File: src/rtl/reg_file_p.sv
// reg_file_p : parameterised operand register file.
//   DEPTH x WIDTH flop storage, one write port, two independent registered
//   read ports with write-to-read bypass, optional hard-wired zero entry,
//   and a DEPTH-cycle clear sequencer.
// Ports:
//   clk, reset        : single clock, synchronous active-high reset
//   wr/wr_addr/d_in   : write port (rejected while busy)
//   rd_en_x/rd_addr_x : read port x request, d_out_x registered result
//   clr               : start a clear sweep (ignored while sweeping)
//   busy              : sweep in progress
//   wr_drop           : one-cycle pulse after a rejected write

// Per-port read logic: selects zero entry, bypassed write data, bypassed
// clear, or stored contents, and registers the result.
module reg_file_p_rd #(
  parameter int WIDTH    = 16,
  parameter int DEPTH    = 8,
  parameter int AW       = 3,
  parameter int ZERO_REG = 0
) (
  input  logic                        clk,
  input  logic                        reset,
  input  logic [DEPTH-1:0][WIDTH-1:0] mem,
  input  logic                        rd_en,
  input  logic [AW-1:0]               rd_addr,
  input  logic                        wr_acc,
  input  logic [AW-1:0]               wr_addr,
  input  logic [WIDTH-1:0]            d_in,
  input  logic                        clr_act,
  input  logic [AW-1:0]               clr_ptr,
  output logic [WIDTH-1:0]            d_out
);
  logic [WIDTH-1:0] d_out_d, d_out_q;

  always_comb begin
    d_out_d = d_out_q;
    if (rd_en) begin
      if (ZERO_REG != 0 && rd_addr == '0)
        d_out_d = '0;
      else if (wr_acc && rd_addr == wr_addr)
        d_out_d = d_in;
      // the entry being cleared this edge reads as already cleared
      else if (clr_act && rd_addr == clr_ptr)
        d_out_d = '0;
      else
        d_out_d = mem[rd_addr];
    end
  end

  always_ff @(posedge clk) begin
    if (reset) d_out_q <= '0;
    else       d_out_q <= d_out_d;
  end

  assign d_out = d_out_q;
endmodule

module reg_file_p #(
  parameter  int WIDTH    = 16,
  parameter  int DEPTH    = 8,
  parameter  int ZERO_REG = 0,
  localparam int AW       = $clog2(DEPTH)
) (
  input  logic             clk,
  input  logic             reset,
  input  logic             wr,
  input  logic [AW-1:0]    wr_addr,
  input  logic [WIDTH-1:0] d_in,
  input  logic             rd_en_a,
  input  logic [AW-1:0]    rd_addr_a,
  output logic [WIDTH-1:0] d_out_a,
  input  logic             rd_en_b,
  input  logic [AW-1:0]    rd_addr_b,
  output logic [WIDTH-1:0] d_out_b,
  input  logic             clr,
  output logic             busy,
  output logic             wr_drop
);
  typedef enum logic {IDLE = 1'b0, SWEEP = 1'b1} state_t;

  state_t                        state_d, state_q;
  logic [AW-1:0]                 ptr_d, ptr_q;
  logic [DEPTH-1:0][WIDTH-1:0]   mem_d, mem_q;
  logic                          wr_drop_d, wr_drop_q;
  logic                          sweep, wr_acc;

  assign sweep = (state_q == SWEEP);
  // writes to the hard-wired zero entry vanish without a drop pulse
  assign wr_acc = wr && !sweep && !(ZERO_REG != 0 && wr_addr == '0);

  always_comb begin
    state_d = state_q;
    ptr_d   = ptr_q;
    case (state_q)
      IDLE: begin
        if (clr) begin
          state_d = SWEEP;
          ptr_d   = '0;
        end
      end
      SWEEP: begin
        ptr_d = ptr_q + AW'(1);
        if (ptr_q == AW'(DEPTH-1)) state_d = IDLE;
      end
      default: state_d = IDLE;
    endcase
  end

  always_comb begin
    mem_d = mem_q;
    if (wr_acc) mem_d[wr_addr] = d_in;
    if (sweep)  mem_d[ptr_q]   = '0;
  end

  assign wr_drop_d = wr && sweep;

  always_ff @(posedge clk) begin
    if (reset) begin
      state_q   <= IDLE;
      ptr_q     <= '0;
      mem_q     <= '0;
      wr_drop_q <= 1'b0;
    end else begin
      state_q   <= state_d;
      ptr_q     <= ptr_d;
      mem_q     <= mem_d;
      wr_drop_q <= wr_drop_d;
    end
  end

  reg_file_p_rd #(.WIDTH(WIDTH), .DEPTH(DEPTH), .AW(AW), .ZERO_REG(ZERO_REG)) u_rd_a (
    .clk(clk), .reset(reset), .mem(mem_q), .rd_en(rd_en_a), .rd_addr(rd_addr_a),
    .wr_acc(wr_acc), .wr_addr(wr_addr), .d_in(d_in),
    .clr_act(sweep), .clr_ptr(ptr_q), .d_out(d_out_a)
  );

  reg_file_p_rd #(.WIDTH(WIDTH), .DEPTH(DEPTH), .AW(AW), .ZERO_REG(ZERO_REG)) u_rd_b (
    .clk(clk), .reset(reset), .mem(mem_q), .rd_en(rd_en_b), .rd_addr(rd_addr_b),
    .wr_acc(wr_acc), .wr_addr(wr_addr), .d_in(d_in),
    .clr_act(sweep), .clr_ptr(ptr_q), .d_out(d_out_b)
  );

  assign busy    = sweep;
  assign wr_drop = wr_drop_q;
endmodule

File: config.mk
export PLATFORM = sky130hd
export DESIGN_NAME = reg_file_p
export DESIGN_NICKNAME = d
export VERILOG_FILES = /design/src/rtl/reg_file_p.sv
export SDC_FILE = /design/constraint.sdc
export NUM_CORES = 1
export LEC_CHECK = 0
export ABC_AREA = 1
export BUFFER_PORTS_ARGS = -buffer_cell sky130_fd_sc_hd__buf_2
export CORE_MARGIN = 10
export CORE_UTILIZATION = 45
export DETAILED_ROUTE_END_ITERATION = 12
export SYNTH_ARGS = -nofsm -noshare
export SYNTH_HDL_FRONTEND = slang
export SYNTH_SLANG_ARGS = --single-unit
File: constraint.sdc
create_clock -name clk -period 2.7 [get_ports clk]
set_clock_uncertainty 0.15 [all_clocks]
set_input_delay 0.81 -clock clk [delete_from_list [all_inputs] [get_ports clk]]
set_output_delay 0.81 -clock clk [all_outputs]
set_load 0.01 [all_outputs]
== Word-level counts from Yosys, hierarchy flattened ==
Cells that the tools add are included.

* Flip-flop bits (word level): 165
* Input port bits: 31
* Output and inout bits: 34
* Word-level logic and storage cells: 58

* $add $sub $neg: 1
* $lt $le $gt $ge: 6
* Equal/unequal tests: 6
* Mux-type cells: 20
* Bitwise gates (word level): 3
* Reduce and logical (&&, ||, !) cells: 9

{| class="wikitable"
|+ Operator list
! kind !! number
|-
| $mux W128 || 2
|-
| $and A128 B128 Y128 || 1
|-
| $bwmux W128 || 1
|-
| $mux W16 || 8
|-
| $not A128 Y128 || 1
|-
| $bmux W16 S3 || 2
|-
| $demux W16 S3 || 2
|-
| $lt A3 B4 Y1 const B || 4
|-
| $eq A3 B3 Y1 || 4
|-
| $logic_and A1 B1 Y1 || 8
|-
| $ge A3 B1 Y1 const B || 2
|-
| $pmux W3 S2 || 1
|-
| $add A3 B1 Y3 const B || 1
|-
| $eq A3 B3 Y1 const B || 1
|-
| $mux W3 || 1
|-
| $mux W1 || 2
|-
| $ne A2 B2 Y1 const B || 1
|-
| $pmux W1 S2 || 1
|-
| $logic_not A1 Y1 || 1
|-
| $not A1 Y1 || 1
|}

== Logic depth before layout (Yosys ltp) ==
Gate-level depths: netlist of run 1.

* Word-level depth: 8
* Mapped depth: 10
* Gate-level depth less buffers: 8

== Hierarchy ==
From an unflattened synthesis of run 1, not the netlist that was laid out.

* Cell total of the unflattened synthesis: 1,781
* Area total of the unflattened synthesis: 10,543.9 µm²

{| class="wikitable"
|+ By module, submodules not included
! module !! times used !! cells an instance !! area an instance (µm²) !! sequential area each (µm²)
|-
| reg_file_p || 1 || 757 || 5,368.9 || 2,662.6
|-
| reg_file_p_rd || 2 || 512 || 2,587.5 || 320.3
|}

== Worst setup path after synthesis of run 1 ==
Ideal clock, no wire load.

* Path type: in2reg
* Start point: input rd_addr_a[2]
* End point: register u_rd_a.d_out_q[10], in the netlist u_rd_a.d_out[10]
* Library setup time: 0.122 ns
* Arrival time: 1.729 ns
* Required time: 2.428 ns
* Setup slack: 0.699 ns
* Stages on the path: 10
* Buffers on the path: 2
* Cell sequence: buf_6 inv_4 nand2_1 nand2_1 nor2_4 and2_4 nor2_8 buf_6 nand2_1 a21oi_2

* Word-level cells in the longest chain between the ends: 4
* Elaborated cells on any way between the ends: 8
* Those cells by class: 2 x eq/ne; 4 x mux; 2 x reduce/logical

{| class="wikitable"
|+ Ends and longest elaborated chain
! item !! line !! RTL
|-
| start, declared || 70 || <nowiki>input logic [AW-1:0] rd_addr_a,</nowiki>
|-
| $bmux W16 S3 / $eq A3 B3 Y1 (equally long branches) || 46, 43 ||
|-
| $mux W16 (not written as such) / $logic_and A1 B1 Y1 (equally long branches) || 46, 43 ||
|-
| $mux W16 || 43 || <nowiki>else if (clr_act && rd_addr == clr_ptr)</nowiki>
|-
| $mux W16 (*) || 40 || <nowiki>else if (wr_acc && rd_addr == wr_addr)</nowiki>
|-
| end signal, assigned || 52 || <nowiki>else d_out_q <= d_out_d;</nowiki>
|-
| end, declared || 33 || <nowiki>logic [WIDTH-1:0] d_out_d, d_out_q;</nowiki>
|}

Every way passes the cells marked *; elsewhere a longest branch is shown, timed or not. The select of a mux whose other input is x is not followed.
A chain may end at the register's enable or synchronous reset.

== Worst setup path in the final report of run 1 ==
* Start point: register state_q, in the netlist busy
* End point: output busy

{| class="wikitable"
|+ RTL lines
! item !! line !! RTL
|-
| start, declared || 81 || <nowiki>state_t state_d, state_q;</nowiki>
|-
| start signal, assigned || 124 || <nowiki>state_q <= state_d;</nowiki>
|-
| end, declared || 76 || <nowiki>output logic busy,</nowiki>
|}

No word-level cell between the ends.

==> flow_summary.yaml, run 1 <==
status:
  outcome: "finished, violations left"
  failed_checks: "DRC"
worst_setup_path:
  cp.depth: 1
  r2r_cells: 8
  max_stage_delay_ns: 0.59
  cp_slowest_cell: "dfxtp_1"
  critPathArrivalTime_ns: 1.25
  worstSetupEndpointType: "output pin"
  crit_required_ns: 1.74
  critPathLaunchType: "flip-flop"
  path_cells: "buf_2"
  path_class: "flip-flop to output pin"
  startpoint: "busy"
  rrSetupSlack_ns: 0.87
  worstReg2RegStart: "ptr_q[1]"
  crit_buf_inv: 1
  r2r_end: "u_rd_b.d_out[0]"
  setup.worst_path.end: "busy"
  cp_max_fo: 10
  path_delay_family: "flip-flops"
synthesis:
  yosysTopAreaCellShare_pct: 35.5
  avgSynthCellArea_um2: 6.39
  synthArstFlopShare_pct: 0
  ys_seq_area_share_pct: 35.5
  ys_top_cells_by_area: "dfxtp_1, nand2_1, a211oi_1, nand3_1, inv_1"
  ys_warn_count: 0
  syn-cell-area_mm2: 0.00930
  synth_nets: 1488
  synth-edff-count: 0
  synthTopCellsByCount: "nand2_1, nand3_1, inv_1"
  yosys.area.top_type: "dfxtp_1"
  synth_ff_type: "dfxtp_1"
  synthDistinctLibCells: 27
  synth_most_common_cell: "nand2_1"
  synth_cells: 1455
  postSynthRegisterBits: 165
drt:
  routed_wl_um: 34100
  vias: 9598
  drt-initial-drc-count: 1032
  ant_nets: 0
  route.met2.wl_um: 15800
  wl_met3_um: 2540
  routedWlPerCell_um: 19.5
  routed_via_density: 5.48
  drt_pre_antenna_iters: 9
  dr.max_layer_used: "met5"
  wl_met1_um: 14800
  drc: 2
global_route:
  grt_max_degree: 42
  grt_pass1_wl_um: 53000
  antenna_found_initial: 1
  grt_overflow: 0
  grt_pass1_vias: 8832
  gr-usage-all-layers_pct: 25.5
timing:
  relSlewSlack_pct: 58.7
  max_freq_ghz: 0.453
  drv_slew: 0
  final_hold_viol_count: 0
  rsz0062_at_grt: "false"
  setup_viol: 0
  period_share_pct: 81.7
  fin_crit_ns: 2.21
  setup_slack_ns: 0.493
  setup-tns-final_ns: 0
  tightest_slew_ns: 0.619
floorplanning:
  start_util_pct: 45.8
  die_area_mm2: 0.0268
  rows: 52
  die_h_um: 164
  io_pins: 65
  die_w_um: 164
  core_area_mm2: 0.0203
final_layout:
  syn2layout_area_growth_pct: 11.8
  n_antenna_cell: 0
  fillers: 2122
  nets: 1502
  post-route-util_pct: 51.2
  layout-drive-gt1-share_pct: 11.5
clock_tree:
  clockRootBuffer: "clkbuf_16"
  cts_tree: "done"
  cts_resized: 0
  hold_buffers: 0
  clock-sinks: 165
  h-tree-depth: 4
  path_clk_slew_ns: 0.07
  postCtsSetupBuffers: 0
  cts_buffers: 17
  clockBufferDepth: 2
  clkLatencyLatePin_ns: 0.44
pwr:
  power_density_mw_per_mm2: 603
  finalPower_mw: 6.27
  ir_drop_uv: 382
  power.leakage_nw: 4.95
placement:
  port_buffers: 64
  gp_congestion: 0.867
  place_hpwl_um: 21600
  pre_cts_ws_ns: 0.384
worst_hold_path:
  min_path_type: "flip-flop to flip-flop"
  hold_path_startpoint: "mem_q[45]"
job:
  max-cap-violations: 0
how the worst min path moves through the flow:
stage                 end  slack, ns  depth (start not counted)
2_1_floorplan  mem_q[117]       0.31                          2
3_3_place_gp    mem_q[40]       0.32                          2
3_5_place_dp    mem_q[22]       0.32                          2
4_1_cts         mem_q[45]       0.34                          2
5_1_grt         mem_q[76]       0.36                          2
6_report        mem_q[45]       0.34                          2
registers in the layout, summed over array words and instances (netlist names):
register      cells
mem_q           128
u_rd_a.d_out     16
u_rd_b.d_out     16
ptr_q             3
busy              1
wr_drop           1
cells in the final DEF, fill, tap and decap left out, types with 8 or more instances in the layout:
master	n
o21ai_0	32
dfxtp_1	165
nand4_1	16
a21oi_1	26
nand3_1	193
buf_4	42
inv_1	168
nor2_1	138
clkbuf_16	17
buf_2	64
a211oi_1	129
o21ai_1	8
a21oi_2	10
nand2_1	433
kinds of logic after synthesis:
kind of cell	after synthesis	synth area share (%)
adders and majority gates	2	0.269
and+or+nand+nor	791	35.7
xor gates and xnor gates	1	0.0942
AOI/OAI and AO/OA	205	14.9
buffers and inverters	291	13.5
DFF	165	35.5
worst min-delay path, delay by kind of cell (launching register included):
kind            cells  cell delay [ns]
flops               1             0.30
compound gates      1             0.07
buf+inv             1             0.08
per-stage QoR:
stage | std cells | hold WS, ns | cell area (um^2)
6_report | 1752 | 0.336 | 10400
4_1_cts | 1752 | 0.338 | 10400
2_1_floorplan | 1455 | 0.309 | 9300
3_3_place_gp | 1720 | 0.323 | 9750
3_5_place_dp | 1720 | 0.323 | 9750
5_1_grt | 1752 | 0.363 | 10400
metal layers:
metal,global-route usage (%),up-vias
met1,33.6,4405
met4,8.73,2
met2,40.9,415
met3,4.73,67
met5,0,-
li1,-,4709
area by class of cell:
class	count	area (um^2)	area share [%]
clock inverter	13	196	1.89
timing repair buffer	109	696	6.69
sequential	165	3300	31.8
inverter	177	672	6.46
multi-input combinational	999	4740	45.6
clock buffer	19	453	4.36
tap	270	338	3.25
report_power, final:
group / switching (mW) / internal [mW]
Clock: 1.11 / 1.61
Sequential: 0.0403 / 2.52
Combinational: 0.692 / 0.292
Total: 1.84 / 4.43
Power figures use the tool's default switching activity.
==> run 2: changes to the inputs <==
clock period = 2.2 ns   (was 2.7 ns; I/O delays follow)
==> flow_summary.yaml, run 2 (same netlist as run 1, synthesis figures left out) <==
clock_tree:
  cts_buffers: 17
  clockBufferDepth: 2
  h-tree-depth: 4
  clockRootBuffer: "clkbuf_16"
  clkLatencyLatePin_ns: 0.43
  cts_resized: 0
  hold_buffers: 0
  clock-sinks: 165
  path_clk_slew_ns: 0.07
  cts_tree: "done"
  postCtsSetupBuffers: 0
pwr:
  p_int_mw: 5.11
  seqPwrFrac_pct: 43.2
  power_density_mw_per_mm2: 693
  power.switching_mw: 2.18
  power.leakage_nw: 5.02
  ir_drop_uv: 537
  combPwrFrac_pct: 16.9
  switching_share_pct: 29.9
  power_frac_clock_pct: 39.8
final_layout:
  layout-drive-gt1-share_pct: 11.6
  final_cell_mix: "nand2_1, nand3_1, inv_1"
  nets: 1507
  final_common_cell: "nand2_1"
  syn2layout_area_growth_pct: 13.0
  n_antenna_cell: 0
  top_register: "mem_q"
  multi_input_area_mm2: 0.00474
  fillers: 2096
  ff_latch_area_mm2: 0.00330
  largest_reg_flops: 128
worst_setup_path:
  worstSetupEndpointType: "output pin"
  path_cells: "buf_2"
  cp_max_fo: 10
  path_class: "flip-flop to output pin"
  crit_buf_inv: 1
  critPathArrivalTime_ns: 1.24
  crit_required_ns: 1.39
  max_stage_delay_ns: 0.59
  path_delay_family: "flip-flops"
  cp_slowest_cell: "dfxtp_1"
  critPathLaunchType: "flip-flop"
drt:
  drt_pre_antenna_iters: 5
  routed_wl_um: 33500
  drt-initial-drc-count: 918
  routed_via_density: 5.39
  routedWlPerCell_um: 19.1
  vias: 9463
  drc: 0
  ant_nets: 0
status:
  outcome: "completed"
timing:
  setup_viol: 0
  hold_slack_ns: 0.305
  tightest_slew_ns: 0.497
  setup-tns-final_ns: 0
  drv_slew: 0
  final_hold_viol_count: 0
  max_freq_ghz: 0.489
  rsz0062_at_grt: "false"
  relSlewSlack_pct: 66.9
  fin_crit_ns: 2.05
  period_share_pct: 93.0
floorplanning:
  io_pins: 65
  start_util_pct: 45.8
  rows: 52
  die_area_mm2: 0.0268
  die_w_um: 164
  die_h_um: 164
  core_area_mm2: 0.0203
global_route:
  grt_overflow: 0
  gr-usage-all-layers_pct: 25.0
  grt_pass1_vias: 8886
  grt_pass1_wl_um: 52200
  antenna_found_initial: 1
  grt_max_degree: 47
worst_hold_path:
  min_path_type: "primary input to flip-flop"
placement:
  place_hpwl_um: 21600
  port_buffers: 64
  gp_congestion: 0.930
job:
  max-cap-violations: 0
==> run 2: stage by stage <==
step	power (mW)	util [%]	cells	worst slack, ns	cell area, um^2
after global placement	4.42	49.0	1725	0.153	9950
after global routing	7.55	51.8	1757	0.119	10500
after detailed placement	4.43	49.0	1725	0.124	9950
final	7.28	51.8	1757	0.154	10500
after floorplan	3.99	-	1455	0.349	9300
after CTS	7.29	51.8	1757	0.162	10500
==> run 2: layout make-up <==
cell class / count / share of cell area [%]
sequential: 165 / 31.4
timing repair buffer: 114 / 8.53
clock inverter: 11 / 0.953
multi-input combinational: 999 / 45.1
tap: 270 / 3.22
clock buffer: 21 / 4.38
inverter: 177 / 6.39
==> run 2: power by group through the flow <==
stage	clock [mW]	combinational (mW)	sequential, mW
3_3_place_gp	0	1.21	3.22
3_5_place_dp	0	1.21	3.22
6_report	2.90	1.23	3.15
4_1_cts	2.92	1.22	3.15
2_1_floorplan	0	0.767	3.22
5_1_grt	3.03	1.36	3.16
==> run 2: path summary, 6_finish.rpt <==
kind / cells past startpoint / to / slack [ns] / from
worst max register to register: 7 / u_rd_a.d_out[9] / 0.45 / busy
worst max-delay path: 1 / busy / 0.15 / busy
worst min register to register: 2 / mem_q[42] / 0.34 / mem_q[42]
worst min-delay path: 2 / ptr_q[2] / 0.30 / reset
==> run 2: layer usage <==
| layer | share of wire [%] | global-route usage [%] |
|---|---|---|
| met1 | 44 | 32.9 |
| met2 | 45 | 39.3 |
| met3 | 7.0 | 4.38 |
| met4 | 4.1 | 11.6 |
| met5 | 0.036 | 0 |
==> run 3: changes to the inputs <==
ABC_AREA = 0   (was 1)
==> flow_summary.yaml, run 3 <==
status:
  outcome: "completed"
timing:
  setup_viol: 0
  max_freq_ghz: 0.469
  tightest_slew_ns: 0.843
  setup-tns-final_ns: 0
  fin_crit_ns: 2.13
  hold_slack_ns: 0.320
  rsz0062_at_grt: "false"
  drv_slew: 0
  final_hold_viol_count: 0
  relSlewSlack_pct: 43.8
  period_share_pct: 96.9
worst_setup_path:
  crit_buf_inv: 1
  critPathLaunchType: "flip-flop"
  cp_max_fo: 14
  path_cells: "buf_2"
  max_stage_delay_ns: 0.66
  crit_required_ns: 1.39
  cp.depth: 1
  path_delay_family: "flip-flops"
  cp_slowest_cell: "dfxtp_1"
  worstSetupEndpointType: "output pin"
  path_class: "flip-flop to output pin"
  r2r_cells: 6
  critPathArrivalTime_ns: 1.32
pwr:
  p_int_mw: 4.86
  seqPwrFrac_pct: 46.9
  ir_drop_uv: 408
  switching_share_pct: 27.1
  finalPower_mw: 6.67
  power.leakage_nw: 3.73
  power_frac_clock_pct: 41.6
  combPwrFrac_pct: 11.5
  power_density_mw_per_mm2: 686
  power.switching_mw: 1.81
final_layout:
  final_common_cell: "dfxtp_1"
  syn2layout_area_growth_pct: 15.3
  post-route-util_pct: 52.4
  nets: 944
  top_register: "mem_q"
  final_cell_mix: "dfxtp_1, nand2_1, nor2_1"
  largest_reg_flops: 128
  n_antenna_cell: 0
  instances_no_fill: 1158
  layout-drive-gt1-share_pct: 27.4
synthesis:
  synthArstFlopShare_pct: 0
  synth_ff_type: "dfxtp_1"
  ys_warn_count: 0
  synthTopCellsByCount: "dfxtp_1, nand2_1, nor2_1"
  postSynthRegisterBits: 165
  ys_top_cells_by_area: "dfxtp_1, mux4_2, mux2i_1, nand2_1, nor2_1"
  yosysTopAreaCellShare_pct: 39.1
  synthDistinctLibCells: 34
  avgSynthCellArea_um2: 9.83
  synth-edff-count: 0
  synth_most_common_cell: "dfxtp_1"
  synth_nets: 892
  synth_cells: 859
  ys_seq_area_share_pct: 39.1
  yosys.area.top_type: "dfxtp_1"
  syn-cell-area_mm2: 0.00844
clock_tree:
  clockBufferDepth: 2
  hold_buffers: 0
  clkLatencyLatePin_ns: 0.43
  postCtsSetupBuffers: 0
  clockRootBuffer: "clkbuf_16"
  path_clk_slew_ns: 0.06
  cts_tree: "done"
  clock-sinks: 165
  cts_resized: 0
  cts_buffers: 17
  h-tree-depth: 4
drt:
  routed_via_density: 6.01
  drt_pre_antenna_iters: 7
  drt-initial-drc-count: 557
  routedWlPerCell_um: 23.1
  routed_wl_um: 26800
  drc: 0
  ant_nets: 0
  vias: 6955
global_route:
  grt_overflow: 0
  antenna_found_initial: 0
  grt_max_degree: 36
  grt_pass1_vias: 6841
  gr-usage-all-layers_pct: 22.0
  grt_pass1_wl_um: 41300
floorplanning:
  die_area_mm2: 0.0246
  start_util_pct: 45.4
  io_pins: 65
  core_area_mm2: 0.0186
  die_h_um: 157
  rows: 50
  die_w_um: 157
placement:
  place_hpwl_um: 17800
  placed_cells: 1126
  port_buffers: 64
  gp_congestion: 0.873
worst_hold_path:
  min_path_type: "flip-flop to flip-flop"
  holdPathStages: 2
job:
  max-cap-violations: 0
-- run 3: changes by cell type after synthesis, sizes merged, moves of 32 or more --
cell / previous run / this run
inv: 177 / 2
nand3: 193 / 34
mux2i: 0 / 65
nand2: 434 / 147
mux4: 0 / 64
nor2: 146 / 104
mux2: 0 / 32
a311oi: 0 / 32
a211oi: 129 / 1
-- run 3: final cells by class --
class,count,area [um^2]
Clock buffer,20,447
Clock inverter,12,100
Fill cell,1680,8850
Inverter,2,7.51
Multi-Input combinational cell,602,4640
Sequential cell,165,3300
Tap cell,234,293
Timing Repair Buffer,123,938
-- run 3: kinds of logic after synthesis --
| group | Yosys count | share of synthesized area (%) |
|---|---|---|
| AOI/OAI and AO/OA | 123 | 9.13 |
| xor gates and xnor gates | 12 | 1.25 |
| adders and majority gates | 2 | 0.296 |
| buffers and inverters | 92 | 6.00 |
| DFF | 165 | 39.1 |
| muxes | 161 | 29.2 |
| and+or+nand+nor | 304 | 15.0 |
-- run 3: path summary, 6_finish.rpt --
path	endpoint	slack [ns]	startpoint
worst min register to register	mem_q[104]	0.32	mem_q[104]
worst min-delay path	mem_q[104]	0.32	mem_q[104]
worst max-delay path	busy	0.07	busy
worst max register to register	mem_q[62]	0.20	busy
-- run 3: metal layers --
metal	vias up	global-route usage [%]	share of wire (%)
li1	3186	-	-
met1	3386	29.0	43
met2	326	34.8	46
met3	57	5.16	8.7
met4	0	7.33	2.5
met5	-	0	0
-- run 3: power groups by stage --
stage                     clock network [mW]  logic (mW)  registers (mW)
after global routing                    2.94       0.820            3.14
after detailed placement                   0       0.762            3.19
after floorplan                            0       0.479            3.18
after CTS                               2.81       0.765            3.13
final                                   2.78       0.770            3.13
after global placement                     0       0.758            3.19
-- run 3: through the flow --
| step | cell area, um^2 | worst slack, ns |
|---|---|---|
| after floorplan | 8440 | 0.0112 |
| after global placement | 9190 | -0.110 |
| after detailed placement | 9190 | -0.134 |
| after CTS | 9730 | 0.0908 |
| after global routing | 9730 | 0.00859 |
| final | 9730 | 0.0692 |
